==> src/rtl/vec_play_capture_pkg.sv <==
// Shared definitions for the vector play/capture stage.
// Contents: FSM state encoding, load-select constants, default sizes.
package vec_play_capture_pkg;

  localparam int DEF_W     = 2;
  localparam int DEF_DEPTH = 4;

  localparam logic LOAD_SEL_STIM = 1'b0;
  localparam logic LOAD_SEL_EXP  = 1'b1;

  typedef enum logic [1:0] {
    ST_IDLE = 2'd0,
    ST_RUN  = 2'd1,
    ST_DONE = 2'd2
  } state_e;

endpackage

==> src/rtl/vec_play_capture_mem.sv <==
// DEPTH x W register array with one synchronous write port, one
// asynchronous read port and a synchronous clear (clear wins over write).
// Ports:
//   clk_i    clock
//   clr_i    synchronous clear of every entry
//   we_i     write enable
//   waddr_i  write address
//   wdata_i  write data
//   raddr_i  read address
//   rdata_o  combinational read data (pre-write value in a write cycle)
module vec_mem #(
  parameter  int W     = 2,
  parameter  int DEPTH = 4,
  localparam int AW    = $clog2(DEPTH)
) (
  input  logic          clk_i,
  input  logic          clr_i,
  input  logic          we_i,
  input  logic [AW-1:0] waddr_i,
  input  logic [W-1:0]  wdata_i,
  input  logic [AW-1:0] raddr_i,
  output logic [W-1:0]  rdata_o
);

  logic [W-1:0] mem_q [DEPTH];

  always_ff @(posedge clk_i) begin
    if (clr_i) begin
      for (int i = 0; i < DEPTH; i++) mem_q[i] <= '0;
    end else if (we_i) begin
      mem_q[waddr_i] <= wdata_i;
    end
  end

  assign rdata_o = mem_q[raddr_i];

endmodule

==> src/rtl/vec_play_capture.sv <==
// Clocked stimulus/response stage around a combinational datapath.
// Plays stimulus vectors from a loaded memory into the datapath one per
// cycle, captures the datapath output into a result memory, and counts
// results that differ from a loaded expected memory.
// Ports:
//   clk, rst                       clock, synchronous active-high reset
//   load_en/load_sel/load_addr/load_data  memory load (sel 0 stim, 1 exp)
//   num_vec, start                 run length (sampled on start), run request
//   dut_in, dut_valid, dut_out     datapath drive / capture
//   busy, done, mismatch_cnt       status
//   rd_addr, rd_data               result readout (combinational)
//
// Handshake: start is a one-cycle request honoured only in IDLE or DONE;
// dut_valid is high exactly for the cycles in which dut_in carries a live
// vector, and dut_out is captured on the rising edge closing each such cycle
// (no backpressure, the datapath is assumed combinational).
module vec_play_capture
  import vec_play_capture_pkg::*;
#(
  parameter  int W     = DEF_W,
  parameter  int DEPTH = DEF_DEPTH,
  localparam int AW    = $clog2(DEPTH)
) (
  input  logic          clk,
  input  logic          rst,
  input  logic          load_en,
  input  logic          load_sel,
  input  logic [AW-1:0] load_addr,
  input  logic [W-1:0]  load_data,
  input  logic [AW:0]   num_vec,
  input  logic          start,
  output logic [W-1:0]  dut_in,
  output logic          dut_valid,
  input  logic [W-1:0]  dut_out,
  output logic          busy,
  output logic          done,
  output logic [AW:0]   mismatch_cnt,
  input  logic [AW-1:0] rd_addr,
  output logic [W-1:0]  rd_data
);

  localparam logic [AW:0] DEPTH_C = (AW+1)'(DEPTH);

  state_e        state_q, state_d;
  logic [AW-1:0] idx_q, idx_d;
  logic [AW:0]   n_lat_q, n_lat_d;
  logic [AW:0]   mm_q, mm_d;

  logic [W-1:0]  stim_rd, exp_rd;
  logic          in_run;
  logic          load_ok;
  logic [AW:0]   num_clamp;

  assign in_run    = (state_q == ST_RUN);
  // Loads are dropped while a run is in flight so the vectors being played
  // cannot change underneath it.
  assign load_ok   = load_en && !in_run;
  assign num_clamp = (num_vec > DEPTH_C) ? DEPTH_C : num_vec;

  vec_mem #(.W(W), .DEPTH(DEPTH)) u_stim (
    .clk_i   (clk),
    .clr_i   (1'b0),
    .we_i    (load_ok && (load_sel == LOAD_SEL_STIM)),
    .waddr_i (load_addr),
    .wdata_i (load_data),
    .raddr_i (idx_q),
    .rdata_o (stim_rd)
  );

  vec_mem #(.W(W), .DEPTH(DEPTH)) u_exp (
    .clk_i   (clk),
    .clr_i   (1'b0),
    .we_i    (load_ok && (load_sel == LOAD_SEL_EXP)),
    .waddr_i (load_addr),
    .wdata_i (load_data),
    .raddr_i (idx_q),
    .rdata_o (exp_rd)
  );

  vec_mem #(.W(W), .DEPTH(DEPTH)) u_res (
    .clk_i   (clk),
    .clr_i   (rst),
    .we_i    (in_run),
    .waddr_i (idx_q),
    .wdata_i (dut_out),
    .raddr_i (rd_addr),
    .rdata_o (rd_data)
  );

  always_comb begin
    state_d = state_q;
    idx_d   = idx_q;
    n_lat_d = n_lat_q;
    mm_d    = mm_q;
    case (state_q)
      ST_IDLE, ST_DONE: begin
        if (start) begin
          idx_d = '0;
          mm_d  = '0;
          if (num_vec == '0) begin
            state_d = ST_DONE;
          end else begin
            state_d = ST_RUN;
            n_lat_d = num_clamp;
          end
        end
      end
      ST_RUN: begin
        // The count cannot pass DEPTH since a run is at most DEPTH vectors;
        // the guard just keeps it pinned there.
        if ((dut_out != exp_rd) && (mm_q != DEPTH_C)) mm_d = mm_q + 1'b1;
        idx_d = idx_q + 1'b1;
        if ({1'b0, idx_q} == (n_lat_q - 1'b1)) begin
          state_d = ST_DONE;
          idx_d   = '0;
        end
      end
      default: state_d = ST_IDLE;
    endcase
  end

  always_ff @(posedge clk) begin
    if (rst) begin
      state_q <= ST_IDLE;
      idx_q   <= '0;
      n_lat_q <= '0;
      mm_q    <= '0;
    end else begin
      state_q <= state_d;
      idx_q   <= idx_d;
      n_lat_q <= n_lat_d;
      mm_q    <= mm_d;
    end
  end

  assign dut_in       = in_run ? stim_rd : '0;
  assign dut_valid    = in_run;
  assign busy         = in_run;
  assign done         = (state_q == ST_DONE);
  assign mismatch_cnt = mm_q;

endmodule

==> config.mk <==
export PLATFORM = sky130hd
export DESIGN_NAME = vec_play_capture
export DESIGN_NICKNAME = d
export VERILOG_FILES = /design/src/rtl/vec_play_capture_pkg.sv /design/src/rtl/vec_play_capture_mem.sv /design/src/rtl/vec_play_capture.sv
export SDC_FILE = /design/constraint.sdc
export NUM_CORES = 1
export LEC_CHECK = 0
export BUFFER_PORTS_ARGS = -buffer_cell sky130_fd_sc_hd__buf_2
export CAP_MARGIN = 20
export CORE_MARGIN = 8
export CORE_UTILIZATION = 40
export DETAILED_ROUTE_END_ITERATION = 12
export SYNTH_ARGS = -nofsm -noshare
export SYNTH_HDL_FRONTEND = slang
export SYNTH_SLANG_ARGS = --single-unit
==> constraint.sdc <==
create_clock -name clk -period 2.25 [get_ports clk]
set_clock_uncertainty 0.1 [all_clocks]
set_input_delay 0.45 -clock clk [delete_from_list [all_inputs] [get_ports clk]]
set_output_delay 0.45 -clock clk [all_outputs]
set_load 0.05 [all_outputs]
==> results.md <==
* Min Hold Slack at 0.337 ns
* Mapped Area at 1720 um^2
* Die width at 81.5 um
* Area Overhead vs Synth at 15.0%
* Crit path arrival time at 1.57 ns
* Syn_nets at 166
* Largest net degree at the start of global routing at 14
* WL/cell at 14.2 um
* Maximum clock frequency at 0.471 GHz
* CP Cell Sequence: mux4_1 > and2_1 > buf_2
* Hold_buf cts at 0
* Async S/R FF share, synth at 0%
* Ys flop type: edfxtp_1
* Max-slew violations at 0
* # Max-Cap Violations at 0
* Port bufs at 25
* Post-synth top cells: edfxtp_1, nor2_1, dfxtp_1
* Final Wtd Congestion at 0.777
* Status: completed
* CTS HTree Levels at 2
* Syn_area_per_cell at 11.7 um^2
* Fin crit period at 2.12 ns
* Initial antenna violation count at 0
* Final nets at 193
* YS warnings at 0
* Max_slew headroom at 63.6%
* Fin crit share at 94.4%
* Crit path max-delay cell type: mux4_1
* Non-filler cells, final at 227
* Share of the yosys chip area belonging to registers at 55.9%
* Die area at 6650 um^2
* Final hold vios at 0
* Chip Height at 81.5 um
* Seq cells post-synth at 36
* Starting density of the core at 40.6%
* Final setup vio count at 0
* Root buffer cell: clkbuf_8
* Mapped Cells at 147
* Top cell type's share of synthesized area at 42.0%
* Share of cells above drive strength 1 at 22.9%
* Measured slew at the worst slew-check pin at 0.545 ns
* Core ar. at 4230 um^2
* Worst-Skew Late Latency at 0.29 ns
* Dominant cell type by area after synthesis: edfxtp_1
* Dpl hpwl at 2.49 mm
* Worst setup EP type: output port
* Netlist cell types at 36
* Synth area leaders: edfxtp_1, dfxtp_1, nor2_1
* Clock-pin slew on the worst setup and hold paths at 0.07 ns
* Ant. Diodes at 0
* Worst-path maximum fanout at 5
* P_leak at 0.747 nW
* GRT Util Overall at 10.5%
* Vias post-DR at 1178
* GRT Residual Overflow at 0
* Slowest stage delay, CP at 0.54 ns
* Vias in the first global route at 1208
* Post-route setup TNS at 0 ns
* Vias per cell at 5.19
* Cts bufs inserted at 5
* Required time of the critical path at 1.70 ns
* First-pass GRT wire length at 5.24 mm
* Placed cell count at 219
* Number of synthesized flops with an enable pin at 24
* Final Routed Wirelength at 3.21 mm
* FP Rows at 24
* DRT iter0 DRCs at 87
* Count leader, synth: edfxtp_1
* RSZ-0062 raised after global routing: no
* Worst Hold Class: input pin to flop
* Pwr/cell area at 767 nW/um^2
* WS Path Type: flop to output port
* Routed Antenna Nets at 0
* DRC viols at 0
* Critical path startpoint category: flop
* CTS sink cnt at 36
* Drt first pass iters at 4
* Clock Tree Buf Depth at 2
* Fillers at 405
* Worst vdd ir at 0.414 mV
* Io pins at 26
* CTS tree: yes
==> cell usage in the layout, fill, tap and decap left out, types with 2 or more instances in the layout <==
| master | instances |
|---|---|
| ha_1 | 3 |
| nand2_1 | 6 |
| nor2b_1 | 2 |
| o21ai_0 | 6 |
| mux4_1 | 2 |
| and2_1 | 2 |
| nand4_1 | 3 |
| xnor2_1 | 6 |
| dfxtp_1 | 11 |
| nor2_1 | 20 |
| nand2b_1 | 6 |
| nand3b_1 | 2 |
| nor3_1 | 6 |
| buf_2 | 25 |
| mux2i_1 | 5 |
| a21oi_1 | 10 |
| inv_1 | 8 |
| edfxtp_1 | 24 |
| mux4_2 | 2 |
| clkbuf_8 | 5 |
| a2bb2oi_1 | 2 |
| o31ai_1 | 2 |
==> state kept, by name, summed over array words and instances (netlist names), named ones only <==
name and count:
idx_q 2, mismatch_cnt 3, n_lat_q 3, state_q 2
u_exp.mem_q 8, u_res.mem_q 8, u_stim.mem_q 8
==> through the flow <==
step	total power (W)	worst slack [ns]	area [um^2]	utilization, %
floorplan	0.000905	0.180	1720	-
global placement	0.000951	0.394	1860	43.9
detailed placement	0.000957	0.371	1860	43.9
CTS	0.00153	0.0424	1970	46.6
global route	0.00158	0.0584	1980	46.7
finish	0.00152	0.126	1980	46.7
==> cell type report <==
type | count | area (um^2) | share of cell area [%]
Clock buffer | 5 | 68.8 | 3.48
Tap cell | 52 | 65.1 | 3.29
Timing Repair Buffer | 26 | 133 | 6.71
Multi-Input combinational cell | 97 | 671 | 33.9
Sequential cell | 36 | 962 | 48.7
Inverter | 8 | 30.0 | 1.52
Clock inverter | 3 | 46.3 | 2.34
==> kinds of logic (layout without fill, tap and decap cells) <==
kind of cell               Yosys count  after routing  synth area share [%]
buffers and inverters               14             42                  5.03
muxes                                9              9                  8.59
and+or+nand+nor                     51             51                  14.6
xor gates and xnor gates             7              7                  3.57
DFF                                 36             36                  55.9
AOI/OAI and AO/OA                   27             27                  10.1
adders and majority gates            3              3                  2.19
==> report_power, final <==
| group | internal [W] | switching (W) | total (W) |
|---|---|---|---|
| Clock | 0.000333 | 0.000241 | 0.000575 |
| Combinational | 0.0000664 | 0.000127 | 0.000193 |
| Sequential | 0.000730 | 0.0000177 | 0.000748 |
| Total | 0.00113 | 0.000386 | 0.00152 |
==> worst max-delay path, delay by kind of cell, from the launching register on <==
kind | cells | cell delay [ns]
buf+inv | 1 | 0.20
flops | 1 | 0.38
mux | 1 | 0.54
simple gates | 1 | 0.16
==> path summary, 6_finish.rpt <==
check	startpoint	endpoint	slack, ns	depth (start not counted)
setup / recovery	flop	dut_in[1]	0.13	3
hold reg to reg	n_lat_q[2]$_SDFFE_PP0P_	n_lat_q[2]$_SDFFE_PP0P_	0.38	2
setup reg to reg	n_lat_q[0]$_SDFFE_PP0P_	idx_q[1]$_SDFFE_PP0N_	0.40	7
hold / removal	num_vec[2]	n_lat_q[2]$_SDFFE_PP0P_	0.34	3
==> metal layers <==
metal  wire length [um]  up-vias  global-route usage (%)
li1                   -      584                       -
met1               1280      557                    9.52
met2               1650       30                    19.2
met3                209        7                    4.27
met4                 75        0                    6.43
met5                  0        -                       0
==> repair_timing <==
action	in CTS	in global routing
buffers inserted	0	0
resized for setup	0	1
endpoints found under the setup margin	0	1
(Power assumes the default switching activity.)
